$ cat src/rtl/spi_master_arbiter.sv
// rtl/spi_master_arbiter.sv - round-robin arbiter sharing one mode-0 SPI master link among NUM_REQ requesters
// One full-duplex frame per grant; the received word is returned tagged with the requester index.
module spi_master_arbiter #(
  parameter int NUM_REQ     = 4,
  parameter int DATA_LENGTH = 32,
  parameter int CLK_DIV     = 4,
  parameter int SS_GAP      = 2,
  localparam int ID_W       = (NUM_REQ > 1) ? $clog2(NUM_REQ) : 1
) (
  input  logic                           clk,
  input  logic                           rst_n,
  input  logic [NUM_REQ-1:0]             req,
  input  logic [NUM_REQ*DATA_LENGTH-1:0] req_data,
  output logic [NUM_REQ-1:0]             gnt,
  output logic                           rsp_valid,
  output logic [ID_W-1:0]                rsp_id,
  output logic [DATA_LENGTH-1:0]         rsp_data,
  output logic                           busy,
  output logic                           SCLK,
  output logic                           SS,
  output logic                           MOSI,
  input  logic                           MISO
);

  localparam int CNT_MAX = (CLK_DIV > SS_GAP) ? CLK_DIV : SS_GAP;
  localparam int CNT_W   = $clog2(CNT_MAX + 1);
  localparam int BIT_W   = (DATA_LENGTH > 1) ? $clog2(DATA_LENGTH) : 1;
  localparam logic [CNT_W-1:0] DIV_LAST = CNT_W'(CLK_DIV - 1);
  localparam logic [CNT_W-1:0] GAP_LAST = CNT_W'(SS_GAP - 1);
  localparam logic [BIT_W-1:0] BIT_LAST = BIT_W'(DATA_LENGTH - 1);

  typedef enum logic [2:0] {S_IDLE, S_SETUP, S_HIGH, S_LOW, S_GAP} state_t;

  state_t                 state_q, state_d;
  logic [CNT_W-1:0]       cnt_q, cnt_d;
  logic [BIT_W-1:0]       bit_q, bit_d;
  logic [ID_W-1:0]        ptr_q, ptr_d;
  logic [ID_W-1:0]        win_q, win_d;
  logic [DATA_LENGTH-1:0] tx_q, tx_d;
  logic [DATA_LENGTH-1:0] rx_q, rx_d;
  logic [ID_W-1:0]        rsp_id_q, rsp_id_d;
  logic [DATA_LENGTH-1:0] rsp_data_q, rsp_data_d;
  logic                   arb_en_q, arb_en_d;

  logic [ID_W-1:0]        pick;
  logic                   any_req;

  function automatic logic [ID_W-1:0] wrap_add(input logic [ID_W-1:0] a, input int b);
    int s;
    s = int'(a) + b;
    if (s >= NUM_REQ) s = s - NUM_REQ;
    return ID_W'(s);
  endfunction

  // Scan downwards so the lowest offset from ptr_q wins.
  always_comb begin
    pick    = ptr_q;
    any_req = |req;
    for (int k = NUM_REQ - 1; k >= 0; k--) begin
      if (req[wrap_add(ptr_q, k)]) pick = wrap_add(ptr_q, k);
    end
  end

  always_comb begin
    state_d    = state_q;
    cnt_d      = cnt_q;
    bit_d      = bit_q;
    ptr_d      = ptr_q;
    win_d      = win_q;
    tx_d       = tx_q;
    rx_d       = rx_q;
    rsp_id_d   = rsp_id_q;
    rsp_data_d = rsp_data_q;
    arb_en_d   = arb_en_q;
    case (state_q)
      S_IDLE: begin
        arb_en_d = 1'b1;
        if (arb_en_q && any_req) begin
          state_d = S_SETUP;
          cnt_d   = '0;
          bit_d   = '0;
          win_d   = pick;
          ptr_d   = wrap_add(pick, 1);
          tx_d    = req_data[int'(pick)*DATA_LENGTH +: DATA_LENGTH];
        end
      end
      S_SETUP: begin
        if (cnt_q == DIV_LAST) begin
          state_d = S_HIGH;
          cnt_d   = '0;
        end else begin
          cnt_d = cnt_q + CNT_W'(1);
        end
      end
      S_HIGH: begin
        if (cnt_q == DIV_LAST) begin
          rx_d    = {rx_q[DATA_LENGTH-2:0], MISO};
          tx_d    = {tx_q[DATA_LENGTH-2:0], 1'b0};
          state_d = S_LOW;
          cnt_d   = '0;
        end else begin
          cnt_d = cnt_q + CNT_W'(1);
        end
      end
      S_LOW: begin
        if (cnt_q == DIV_LAST) begin
          cnt_d = '0;
          if (bit_q == BIT_LAST) begin
            state_d    = S_GAP;
            rsp_data_d = rx_q;
            rsp_id_d   = win_q;
          end else begin
            bit_d   = bit_q + BIT_W'(1);
            state_d = S_HIGH;
          end
        end else begin
          cnt_d = cnt_q + CNT_W'(1);
        end
      end
      S_GAP: begin
        if (cnt_q == GAP_LAST) begin
          // One turnaround IDLE cycle keeps the next grant SS_GAP+2 cycles after rsp_valid.
          state_d  = S_IDLE;
          cnt_d    = '0;
          arb_en_d = 1'b0;
        end else begin
          cnt_d = cnt_q + CNT_W'(1);
        end
      end
      default: state_d = S_IDLE;
    endcase
  end

  always_ff @(posedge clk) begin
    if (!rst_n) begin
      state_q    <= S_IDLE;
      cnt_q      <= '0;
      bit_q      <= '0;
      ptr_q      <= '0;
      win_q      <= '0;
      tx_q       <= '0;
      rx_q       <= '0;
      rsp_id_q   <= '0;
      rsp_data_q <= '0;
      arb_en_q   <= 1'b1;
    end else begin
      state_q    <= state_d;
      cnt_q      <= cnt_d;
      bit_q      <= bit_d;
      ptr_q      <= ptr_d;
      win_q      <= win_d;
      tx_q       <= tx_d;
      rx_q       <= rx_d;
      rsp_id_q   <= rsp_id_d;
      rsp_data_q <= rsp_data_d;
      arb_en_q   <= arb_en_d;
    end
  end

  always_comb begin
    SS        = !((state_q == S_SETUP) || (state_q == S_HIGH) || (state_q == S_LOW));
    SCLK      = (state_q == S_HIGH);
    MOSI      = !SS && tx_q[DATA_LENGTH-1];
    busy      = (state_q != S_IDLE);
    gnt       = ((state_q == S_SETUP) && (cnt_q == '0)) ? (NUM_REQ'(1) << win_q) : '0;
    rsp_valid = (state_q == S_GAP) && (cnt_q == '0);
    rsp_id    = rsp_id_q;
    rsp_data  = rsp_data_q;
  end

endmodule
$ cat config.mk
export PLATFORM = sky130hd
export DESIGN_NAME = spi_master_arbiter
export DESIGN_NICKNAME = d
export VERILOG_FILES = /design/src/rtl/spi_master_arbiter.sv
export SDC_FILE = /design/constraint.sdc
export NUM_CORES = 1
export LEC_CHECK = 0
export ABC_CLOCK_PERIOD_IN_PS = 2100
export CAP_MARGIN = 15
export CORE_MARGIN = 2
export CORE_UTILIZATION = 43
export CTS_CLUSTER_DIAMETER = 40
export DETAILED_ROUTE_END_ITERATION = 16
export HOLD_SLACK_MARGIN = 0.08
export PLACE_DENSITY_LB_ADDON = 0.05
export SYNTH_ARGS = -nofsm -noshare
export SYNTH_HDL_FRONTEND = slang
export SYNTH_SLANG_ARGS = --single-unit
$ cat constraint.sdc
create_clock -name clk -period 2.1 [get_ports clk]
set_clock_uncertainty 0.15 [all_clocks]
set_input_delay 0.315 -clock clk [delete_from_list [all_inputs] [get_ports clk]]
set_output_delay 0.315 -clock clk [all_outputs]
set_load 0.01 [all_outputs]
==> reports/metrics.csv <==
stage,metric,value,unit
run_status,outcome,"finished, violations left",
run_status,violations,setup timing,
power_and_ir_drop,clock_power_share,0.420,
yosys,syn_area_per_cell,7.72,um2
power_and_ir_drop,internal_power,5140,uW
min_path,hold_path.startpoint,tx_q[1]$_SDFFE_PN0P_,
final_layout,mostFrequentLayoutCells,"nand2_1 (202), clkdlybuf4s50_1 (164), dfxtp_1 (108), a21oi_1 (73), buf_4 (58)",
worst_setup_path,r2r.worst_path.cells,8,
min_path,hold_end,tx_q[1]$_SDFFE_PN0P_,
worst_setup_path,crit_path_end_kind,primary output,
placement,port_buffers,177,
grt,gr-usage-all-layers,0.258,
route,wl_per_cell,16.1,um
yosys,mappedNetlistNets,891,
timing,maxSlewViolCount,0,
final_layout,fin_nets,1091,
power_and_ir_drop,power_frac_seq,0.335,
timing,report.final.setup_viol,4,
worst_setup_path,crit_type,reg2out,
route,drc_errors,0,
yosys,synth_ff_type,dfxtp_1,
power_and_ir_drop,vdd_drop_max,0.551,mV
timing,fmax,437,MHz
yosys,synth_cell_types,46,
yosys,synth_edf_count,0,
placement,hpwl,12600,um
worst_setup_path,worstReg2RegEnd,tx_q[3]$_SDFFE_PN0P_,
route,via_per_inst,5.54,
power_and_ir_drop,p_leak,0.00343,uW
yosys,ys_ff_latch,114,
route,num_vias,6302,
worst_setup_path,startpoint_type,flip-flop,
floorplan,die_x,120,um
grt,grt_max_degree,47,
placement,globalplace.congestion,0.857,
yosys,netlist_area,0.00578,mm2
placement,pre_cts_slack,-0.617,ns
power_and_ir_drop,power,7100,uW
cts,cts_tree,built,
worst_setup_path,reg2reg_slack,0,ns
flow_run,maxCapViolCount,0,
timing,min_period,2.29,ns
timing,rsz0062_at_grt,true,
grt,grt_pass1_vias,6214,
timing,tns,-0.608,ns
floorplan,die_y,120,um
worst_setup_path,arrival,1.82,ns
power_and_ir_drop,p_sw,1970,uW
cts,cts_hold_buf,0,
cts,clock_sinks,114,
route,drtPass1Iterations,5,
power_and_ir_drop,switching_share,0.277,
final_layout,syn_to_final_growth,55.5,%
min_path,whs_path_depth,2,
yosys,yosys_warnings,0,
timing,setup_ws,-0.187,ns
worst_setup_path,critPathMaxFanout,3,
route,final_antenna_net_count,0,
floorplan,rows,42,
cts,cts_buffers,17,
floorplan,io_pins,178,
final_layout,drive_above_1_share,0.198,
cts,clk_pin_slew,0.05,ns
grt,grt_antenna_before_repair,1,
cts,clk_latency,0.41,ns
cts,cts-root-buf,clkbuf_16,
timing,hold_slack,0.298,ns
floorplan,coreArea,0.0132,mm2
cts,cts_max_level,4,
yosys,async_flop_share,0,
power_and_ir_drop,power_density,791,mW/mm2
timing,final-hold-violation-count,0,
route,drt_iter0_markers,468,
grt,grt_remaining_overflow,0,
min_path,hp-class,reg2reg,
grt,grt_pass1_wl,29900,um
cts,clockBufferDepth,2,
final_layout,final_util,0.681,
floorplan,start_util,0.438,
yosys,syn-instance-count,748,
power_and_ir_drop,p_comb_frac,0.245,
worst_setup_path,worstPathRequired,1.63,ns
worst_setup_path,r2r-start,cnt_q[0]$_SDFFE_PN0P_,
final_layout,layout_commonest_cell,nand2_1,
route,drt_wl_total,18300,um
timing,post-route-period-util,1.09,
timing,relSlewSlack,0.666,
yosys,seq_area_frac_synth,0.395,
floorplan,die_area,0.0144,mm2
timing,worstMarginPinSlew,0.489,ns
## sequential cells by signal, summed over array words and instances, names as in the netlist, 3 cells and up
name and flops:
rx_q 32, cnt_q 3, tx_q 32, rsp_data 32, bit_q 5, state_q 3
## layout make-up
class                   count  area (um2)
multi-input cells         530        3310
fillers                  1098        4210
repair buffers            248        2410
inverters                  37         139
well taps                 176         220
diodes                      1        2.50
clock inverters            12         155
clock buffers              20         457
flip-flops and latches    114        2290
## power groups by stage
stage	combinational [uW]	sequential (uW)	clock, uW
floorplan	837	2390	0
global placement	1520	2410	0
detailed placement	1560	2420	0
CTS	1620	2380	3010
global route	1880	2400	3100
finish	1740	2380	2980
## cells by family (layout without fill, tap and decap cells)
| kind of cell | after synthesis | in the layout | share of synthesized area |
|---|---|---|---|
| other | 0 | 1 | 0 |
| AO/OA/AOI/OAI | 219 | 219 | 0.263 |
| adder cells (fa/ha/maj) | 8 | 8 | 0.0173 |
| XOR/XNOR | 3 | 3 | 0.00455 |
| buffers and inverters | 104 | 317 | 0.0730 |
| flip-flops | 114 | 114 | 0.395 |
| AND/OR/NAND/NOR | 293 | 293 | 0.235 |
| multiplexers | 7 | 7 | 0.0123 |
## critical path, stage by stage, from the launching register on
cell and delay [ns]:
dfxtp_2 0.32, inv_2 0.07, ha_4 0.14, nand2_4 0.05
nor4b_4 0.24, buf_4 0.17, buf_6 0.10, nor3b_2 0.15
buf_2 0.16
## how the worst max path moves through the flow
stage	endpoint	start	depth (start not counted)	slack, ns
finish	gnt[0]	cnt_q[1]$_SDFFE_PN0P_	8	-0.19
global route	gnt[1]	cnt_q[1]$_SDFFE_PN0P_	9	-0.27
CTS	gnt[2]	cnt_q[1]$_SDFFE_PN0P_	9	-0.22
detailed placement	tx_q[4]$_SDFFE_PN0P_	req[0]	8	-0.62
global placement	tx_q[3]$_SDFFE_PN0P_	req[2]	8	-0.51
floorplan	rsp_data[0]$_SDFFE_PN0P_	bit_q[0]$_SDFFE_PN0P_	8	0.1
## per-layer routing
layer | vias up | wire length [um] | global-route usage | share of wire
met5 | - | 0 | 0 | 0
met4 | 0 | 284 | 0.0794 | 0.015
met3 | 25 | 1060 | 0.0537 | 0.058
met2 | 220 | 8870 | 0.435 | 0.48
met1 | 2993 | 8130 | 0.329 | 0.44
li1 | 3064 | - | - | -
## cell usage after synthesis, types with 2 or more instances
master     count  area share
buf_4          3      0.0039
a2111oi_0     30       0.045
nand2_1      205        0.13
a211oi_1       2      0.0026
o31ai_1       32       0.042
xnor2_1        3      0.0045
o221a_2       30       0.058
nand2b_1       3      0.0032
nor3_1         3      0.0026
mux2i_1        6       0.010
o21ai_0       38       0.033
clkbuf_1      48       0.031
a21oi_1       76       0.066
and4_1        30       0.045
buf_2         16       0.014
dfxtp_1      114        0.40
and3_1         7      0.0076
nand3_1        8      0.0069
nor2_1        19       0.012
nor4b_1        2      0.0030
nor2b_1        5      0.0054
inv_1         36       0.023
or3_1          2      0.0022
ha_1           8       0.017
## what timing repair did
item | in CTS | in global routing
setup buffers | 4 | 2
endpoints found under the setup margin | 45 | 60
pin swaps | 6 | 7
resized for setup | 58 | 43
hold endpoints to repair | 0 | 0
## per-stage QoR
| step | cell area [um2] | std cells |
|---|---|---|
| after detailed placement | 8110 | 1099 |
| after floorplan | 5780 | 748 |
| after global routing | 8980 | 1138 |
| after CTS | 8830 | 1135 |
| final | 8980 | 1138 |
| after global placement | 8110 | 1099 |
No activity file was read; power rests on OpenSTA's default activity.
